<file path="src/rtl/pwm_meter.sv">
// pwm_meter: measures period and high time of a cclk-synchronous PWM waveform, flags a stalled input
module pwm_meter #(
    parameter int WIDTH = 16
) (
    input  logic             cclk,
    input  logic             rstb,
    input  logic             pwm,
    output logic [WIDTH-1:0] period,
    output logic [WIDTH-1:0] high_time,
    output logic             valid,
    output logic             stuck,
    output logic [7:0]       meas_count
);
    typedef enum logic {IDLE, MEASURE} state_t;
    state_t           state;
    logic             pwm_d;
    logic [WIDTH-1:0] period_cnt;
    logic [WIDTH-1:0] high_cnt;
    logic             rise;
    logic             at_max;
    assign rise   = pwm & ~pwm_d;
    assign at_max = &period_cnt;
    always_ff @(posedge cclk) begin
        if (!rstb) begin
            state      <= IDLE;
            pwm_d      <= 1'b1;
            period_cnt <= '0;
            high_cnt   <= '0;
            period     <= '0;
            high_time  <= '0;
            valid      <= 1'b0;
            stuck      <= 1'b0;
            meas_count <= '0;
        end else begin
            pwm_d <= pwm;
            valid <= 1'b0;
            if (rise) begin
                period_cnt <= WIDTH'(1);
                high_cnt   <= WIDTH'(1);
                state      <= MEASURE;
                stuck      <= 1'b0;
                if (state == MEASURE) begin
                    period     <= period_cnt;
                    high_time  <= high_cnt;
                    valid      <= 1'b1;
                    meas_count <= meas_count + 8'd1;
                end
            end else if (state == MEASURE) begin
                if (at_max) begin
                    stuck      <= 1'b1;
                    period_cnt <= '0;
                    high_cnt   <= '0;
                    state      <= IDLE;
                end else begin
                    period_cnt <= period_cnt + WIDTH'(1);
                    high_cnt   <= high_cnt + WIDTH'(pwm);
                end
            end
        end
    end
endmodule
</file>
<file path="config.mk">
export PLATFORM = sky130hd
export DESIGN_NAME = pwm_meter
export DESIGN_NICKNAME = d
export VERILOG_FILES = /design/src/rtl/pwm_meter.sv
export SDC_FILE = /design/constraint.sdc
export NUM_CORES = 1
export LEC_CHECK = 0
export CELL_PAD_IN_SITES_DETAIL_PLACEMENT = 0
export CELL_PAD_IN_SITES_GLOBAL_PLACEMENT = 1
export CORE_MARGIN = 5
export CORE_UTILIZATION = 44
export CTS_CLUSTER_SIZE = 8
export DETAILED_ROUTE_END_ITERATION = 6
export PLACE_DENSITY = 0.81
export SYNTH_ARGS = -nofsm -noshare
export SYNTH_HDL_FRONTEND = slang
export SYNTH_SLANG_ARGS = --single-unit
export TNS_END_PERCENT = 30
</file>
<file path="constraint.sdc">
create_clock -name cclk -period 3.35 [get_ports cclk]
set_input_delay 1.005 -clock cclk [delete_from_list [all_inputs] [get_ports cclk]]
set_output_delay 1.005 -clock cclk [all_outputs]
set_load 0.005 [all_outputs]
</file>
# Word-level counts from Yosys, hierarchy flattened
# Cells that the tools add are included.
# Widths: inputs -> output; s select.
[word_totals]
word_cells = 33
output_inout_bits = 42
inputBits = 3
regBits = 76
[op_classes]
addsub = 3
n_mux = 10
reduce_logical = 6
bitwise_logic = 3
[ops]
columns = ["op", "count"]
rows = [
  ["$mux 16", 2],
  ["$reduce_and 17->1", 1],
  ["$add 16x1->16", 1],
  ["$add 16x1->16 const B", 1],
  ["$reduce_and 16->1", 1],
  ["$add 8x1->8 const B", 1],
  ["$mux 1", 8],
  ["$reduce_and 2->1", 2],
  ["$not 1->1", 2],
  ["$reduce_bool 2->1", 1],
  ["$reduce_or 2->1", 1],
  ["$and 1x1->1", 1],
]

# Longest topological paths before layout
[depth]
word_depth = 4
mapped_depth = 6
mapped_depth_nobuf = 5

# Worst setup path after synthesis
# Ideal clock, no wire load.
[synth_timing]
kind = "input port to flip-flop"
from = "in pwm"
to = "reg high_cnt[14]"
path_slack_ns = 1.037
t_arrival_ns = 2.242
stages = 5
n_path_buf = 0
required_ns = 3.279
cell_sequence = "ha_1 -> nand3_1 -> or4_4 -> or3_1 -> a21oi_1"
[synth_between]
elab_chain_len = 2
word_cells_on_any_way = 4
classes_between = "add/sub: 1; mux: 1; bitwise: 1; reduce/logical: 1"
[synth_rtl]
columns = ["element", "line", "source"]
rows = [
  ["start: declaration", "7", "input logic pwm,"],
  ["$add 16x1->16 / $and 1x1->1 (equally long branches)", "56, 21", ""],
  ["$mux 16 / $reduce_or 2->1 (equally long branches)", "-", ""],
  ["end signal: assignment", "56", "high_cnt <= high_cnt + WIDTH'(pwm);"],
  ["end: declaration", "18", "logic [WIDTH-1:0] high_cnt;"],
]
# Several ways; a longest one is shown, not always the timed one.
# A chain may end at the register's enable or synchronous reset.

# Final worst setup path
# Same ends and word-level chain as after synthesis.

==> flow_summary.json <==
{
  "run_status": "finished clean",
  "port_buffers": 44,
  "hold_end": "high_time[8]",
  "irDropWorstVdd_mv": 0.240,
  "drv_cap": 0,
  "boundaryPins": 45,
  "p_leak_nw": 1.22,
  "worst-r2r-setup-slack_ns": 1.16,
  "cts_tree": "done",
  "crit_path_cell_trace": "clkdlybuf4s50_1 > ha_1 > nand3_1 > or4_4 > or3_1 > a21oi_1",
  "grt_antenna_before_repair": 0,
  "drv_slew": 0,
  "fp.dieW_um": 94.8,
  "ys_seq_area_frac": 0.481,
  "worstPathRequired_ns": 3.61,
  "htreeDepth": 3,
  "remaining_drc_errors": 0,
  "worst-path-buf-inv": 1,
  "vias_per_cell": 5.07,
  "grt_pass1_wl_mm": 11.4,
  "ys_types": 40,
  "hpwl_mm": 4.38,
  "grtUsageMet3": 0.0367,
  "routabilityCongestion": 0.822,
  "setup-tns-final_ns": 0,
  "fin_util": 0.550,
  "route.vias.total": 2584,
  "max_slew_margin": 0.557,
  "syn_area_um2": 3160,
  "fmax_mhz": 370,
  "grt_max_degree": 40,
  "finalHoldViolCount": 0,
  "cp-end-kind": "register",
  "arrival_ns": 2.96,
  "totalWireLength_mm": 6.51,
  "p_per_area_nw_per_um2": 459,
  "synth_nets": 371,
  "crit_type": "in -> reg",
  "critical_path.top_delay_family": "simple AND/OR/NAND/NOR gates",
  "tightest_slew_ns": 0.659,
  "drtPass1Iterations": 4,
  "worstSetupStartpointType": "primary input",
  "met2_usage": 0.281,
  "critPathMaxFanout": 6,
  "cts_resized": 0,
  "yosysWarnings": 0,
  "cts_made_buffers": 9,
  "cts_root_buffer": "clkbuf_8",
  "grt_setup_unrepaired": "false",
  "max_stage_delay_ns": 0.57,
  "clkSlewWorstSetupHoldPaths_ns": 0.07,
  "final_layout_size_suffix_gt1_frac": 0.0657,
  "ys_ff_latch": 76,
  "numClockSinks": 76,
  "chipHeight_um": 94.8,
  "hp-class": "reg -> reg",
  "drt-initial-drc-count": 69,
  "skew_ns": 0.00901,
  "layout_min_cycle_time_ns": 2.70,
  "n_fill_cell": 709,
  "clk_latency_ns": 0.35,
  "avgSynthCellArea_um2": 8.69,
  "dieArea_um2": 8990,
  "wl_per_cell_um": 12.8,
  "drtAntennaViolNets": 0,
  "crit-reg2reg-capture": "high_cnt[8]",
  "grt_pass1_vias": 2500,
  "start_util": 0.443,
  "r2r_cells": 5,
  "nNetsFinal": 414,
  "coreArea_um2": 7140,
  "cts_hold_buffers": 0,
  "worst_path_max_delay_cell": "clkdlybuf4s50_1",
  "clockBufferDepth": 2,
  "timing.final.crit_share": 0.806,
  "cts_setup_buffers": 0,
  "rows": 31,
  "worstHoldPathCells": 2,
  "top_usage_layer": "met2",
  "syn_inst": 364,
  "reg2reg_from": "period_cnt[0]",
  "grtUsageTotal": 0.163,
  "setup_viol": 0,
  "hold_start": "high_time[8]",
  "grt_overflow": 0,
  "grt_use_met1": 0.188,
  "antenna_cells": 0,
  "area_delta_synth_final_pct": 24.0
}
-- worst register-to-register path: stages, from the launching register on --
cell	delay, ns
dfxtp_1	0.42
ha_1	0.23
nand4_1	0.29
or4_1	0.62
nand3_2	0.39
nor2_1	0.11
-- area by class of cell --
| class | instances | area, um^2 | area share |
|---|---|---|---|
| clock inverter | 4 | 97.6 | 0.0249 |
| timing repair buffer | 49 | 478 | 0.122 |
| inverter | 6 | 22.5 | 0.00574 |
| multi-input combinational | 265 | 1540 | 0.392 |
| tap | 99 | 124 | 0.0316 |
| clock buffer | 11 | 141 | 0.0360 |
| sequential | 76 | 1520 | 0.388 |
-- placed cells by master, fill, tap and decap left out, types with 2 or more instances in the layout --
cell type        Yosys  layout
a21boi_0            36      36
a21oi_1              4       4
a31oi_1              4       4
and2_1               7       7
buf_4                0       5
bufinv_16            0       3
clkbuf_8             0      10
clkdlybuf4s50_1      0      44
dfxtp_1             76      76
ha_1                 4       4
inv_1                6       6
nand2_1             83      83
nand2b_1             3       3
nand3_1             13      13
nand3_2              2       2
nand3b_1             2       2
nand4_1             12      12
nor2_1              27      27
nor2b_1              3       3
nor3_1               4       4
nor4_1               5       5
o21ai_0              6       6
or3_1                9       9
or4_4                2       2
xnor2_1             19      19
xor2_1               7       7
-- layer usage --
layer | part of all wire | vias to the layer above
met2 | 0.48 | 40
met3 | 0.033 | 12
met4 | 0.021 | 0
li1 | - | 1318
met5 | 0 | -
met1 | 0.47 | 1214
-- per-stage QoR --
| step | setup slack (ns) | cells | power, W | hold WS (ns) | cell area [um^2] |
|---|---|---|---|---|---|
| 6_report | 0.650 | 510 | 0.00180 | 0.460 | 3920 |
| 5_1_grt | 0.545 | 510 | 0.00186 | 0.483 | 3920 |
| 4_1_cts | 0.666 | 510 | 0.00182 | 0.466 | 3920 |
| 3_5_place_dp | 0.311 | 495 | 0.000979 | 0.455 | 3680 |
| 3_3_place_gp | 0.368 | 495 | 0.000977 | 0.450 | 3680 |
| 2_1_floorplan | 1.04 | 364 | 0.000966 | 0.446 | 3160 |
-- flip-flops by register name, indices dropped and copies added, names as in the netlist --
register and count:
period 16, valid 1, meas_count 8, high_cnt 16, state 1, period_cnt 16, stuck 1, high_time 16
pwm_d 1
-- report_power, final --
group          internal, W  switching (W)
combinational    0.0000166      0.0000290
clock             0.000512       0.000334
sequential        0.000907     0.00000393
-- cells in the mapped netlist --
| library cell | number | area [um^2] |
|---|---|---|
| nor3_1 | 4 | 20.0 |
| xor2_1 | 7 | 61.3 |
| nor4_1 | 5 | 31.3 |
| o211ai_1 | 1 | 7.51 |
| ha_1 | 4 | 50.1 |
| a31oi_1 | 4 | 25.0 |
| nand3_4 | 1 | 17.5 |
| buf_1 | 2 | 7.51 |
| dfxtp_1 | 76 | 1520 |
| nand3b_1 | 2 | 15.0 |
| clkbuf_2 | 1 | 5.00 |
| o41a_1 | 1 | 11.3 |
| buf_6 | 2 | 22.5 |
| a21boi_0 | 36 | 270 |
| or4_1 | 1 | 7.51 |
| nor2b_1 | 3 | 18.8 |
| o21ai_0 | 6 | 30.0 |
| a22oi_1 | 1 | 7.51 |
| buf_2 | 2 | 10.0 |
| o41ai_1 | 1 | 8.76 |
| nand2b_1 | 3 | 18.8 |
| a21oi_1 | 4 | 20.0 |
| and3_1 | 1 | 6.26 |
| and2_1 | 7 | 43.8 |
| nand3_2 | 2 | 20.0 |
| clkbuf_1 | 10 | 37.5 |
| a221oi_1 | 1 | 8.76 |
| or4_4 | 2 | 22.5 |
| nand4_1 | 12 | 75.1 |
| and3b_1 | 1 | 8.76 |
| o31ai_1 | 1 | 7.51 |
| inv_1 | 6 | 22.5 |
| a31o_2 | 1 | 8.76 |
| or2_2 | 1 | 6.26 |
| a21oi_2 | 1 | 8.76 |
| or3_1 | 9 | 56.3 |
| nand3_1 | 13 | 65.1 |
| xnor2_1 | 19 | 166 |
| nand2_1 | 83 | 312 |
| nor2_1 | 27 | 101 |
-- cells by family after synthesis --
| family | synth area share |
|---|---|
| fa+ha+maj | 0.0158 |
| xor+xnor | 0.0720 |
| simple gates | 0.267 |
| buf+inv | 0.0332 |
| compound gates | 0.131 |
| flops | 0.481 |
-- worst max path at each step --
stage                     start      endpoint  slack, ns  depth (start not counted)
after floorplan             pwm  high_cnt[14]       1.04                          5
after global placement      pwm  high_cnt[14]       0.37                          6
after detailed placement    pwm  high_cnt[14]       0.31                          6
after CTS                   pwm  high_cnt[14]       0.67                          6
after global routing        pwm  high_cnt[14]       0.54                          6
final                       pwm  high_cnt[14]       0.65                          6
Note: power is estimated with default switching activity, not from simulation.
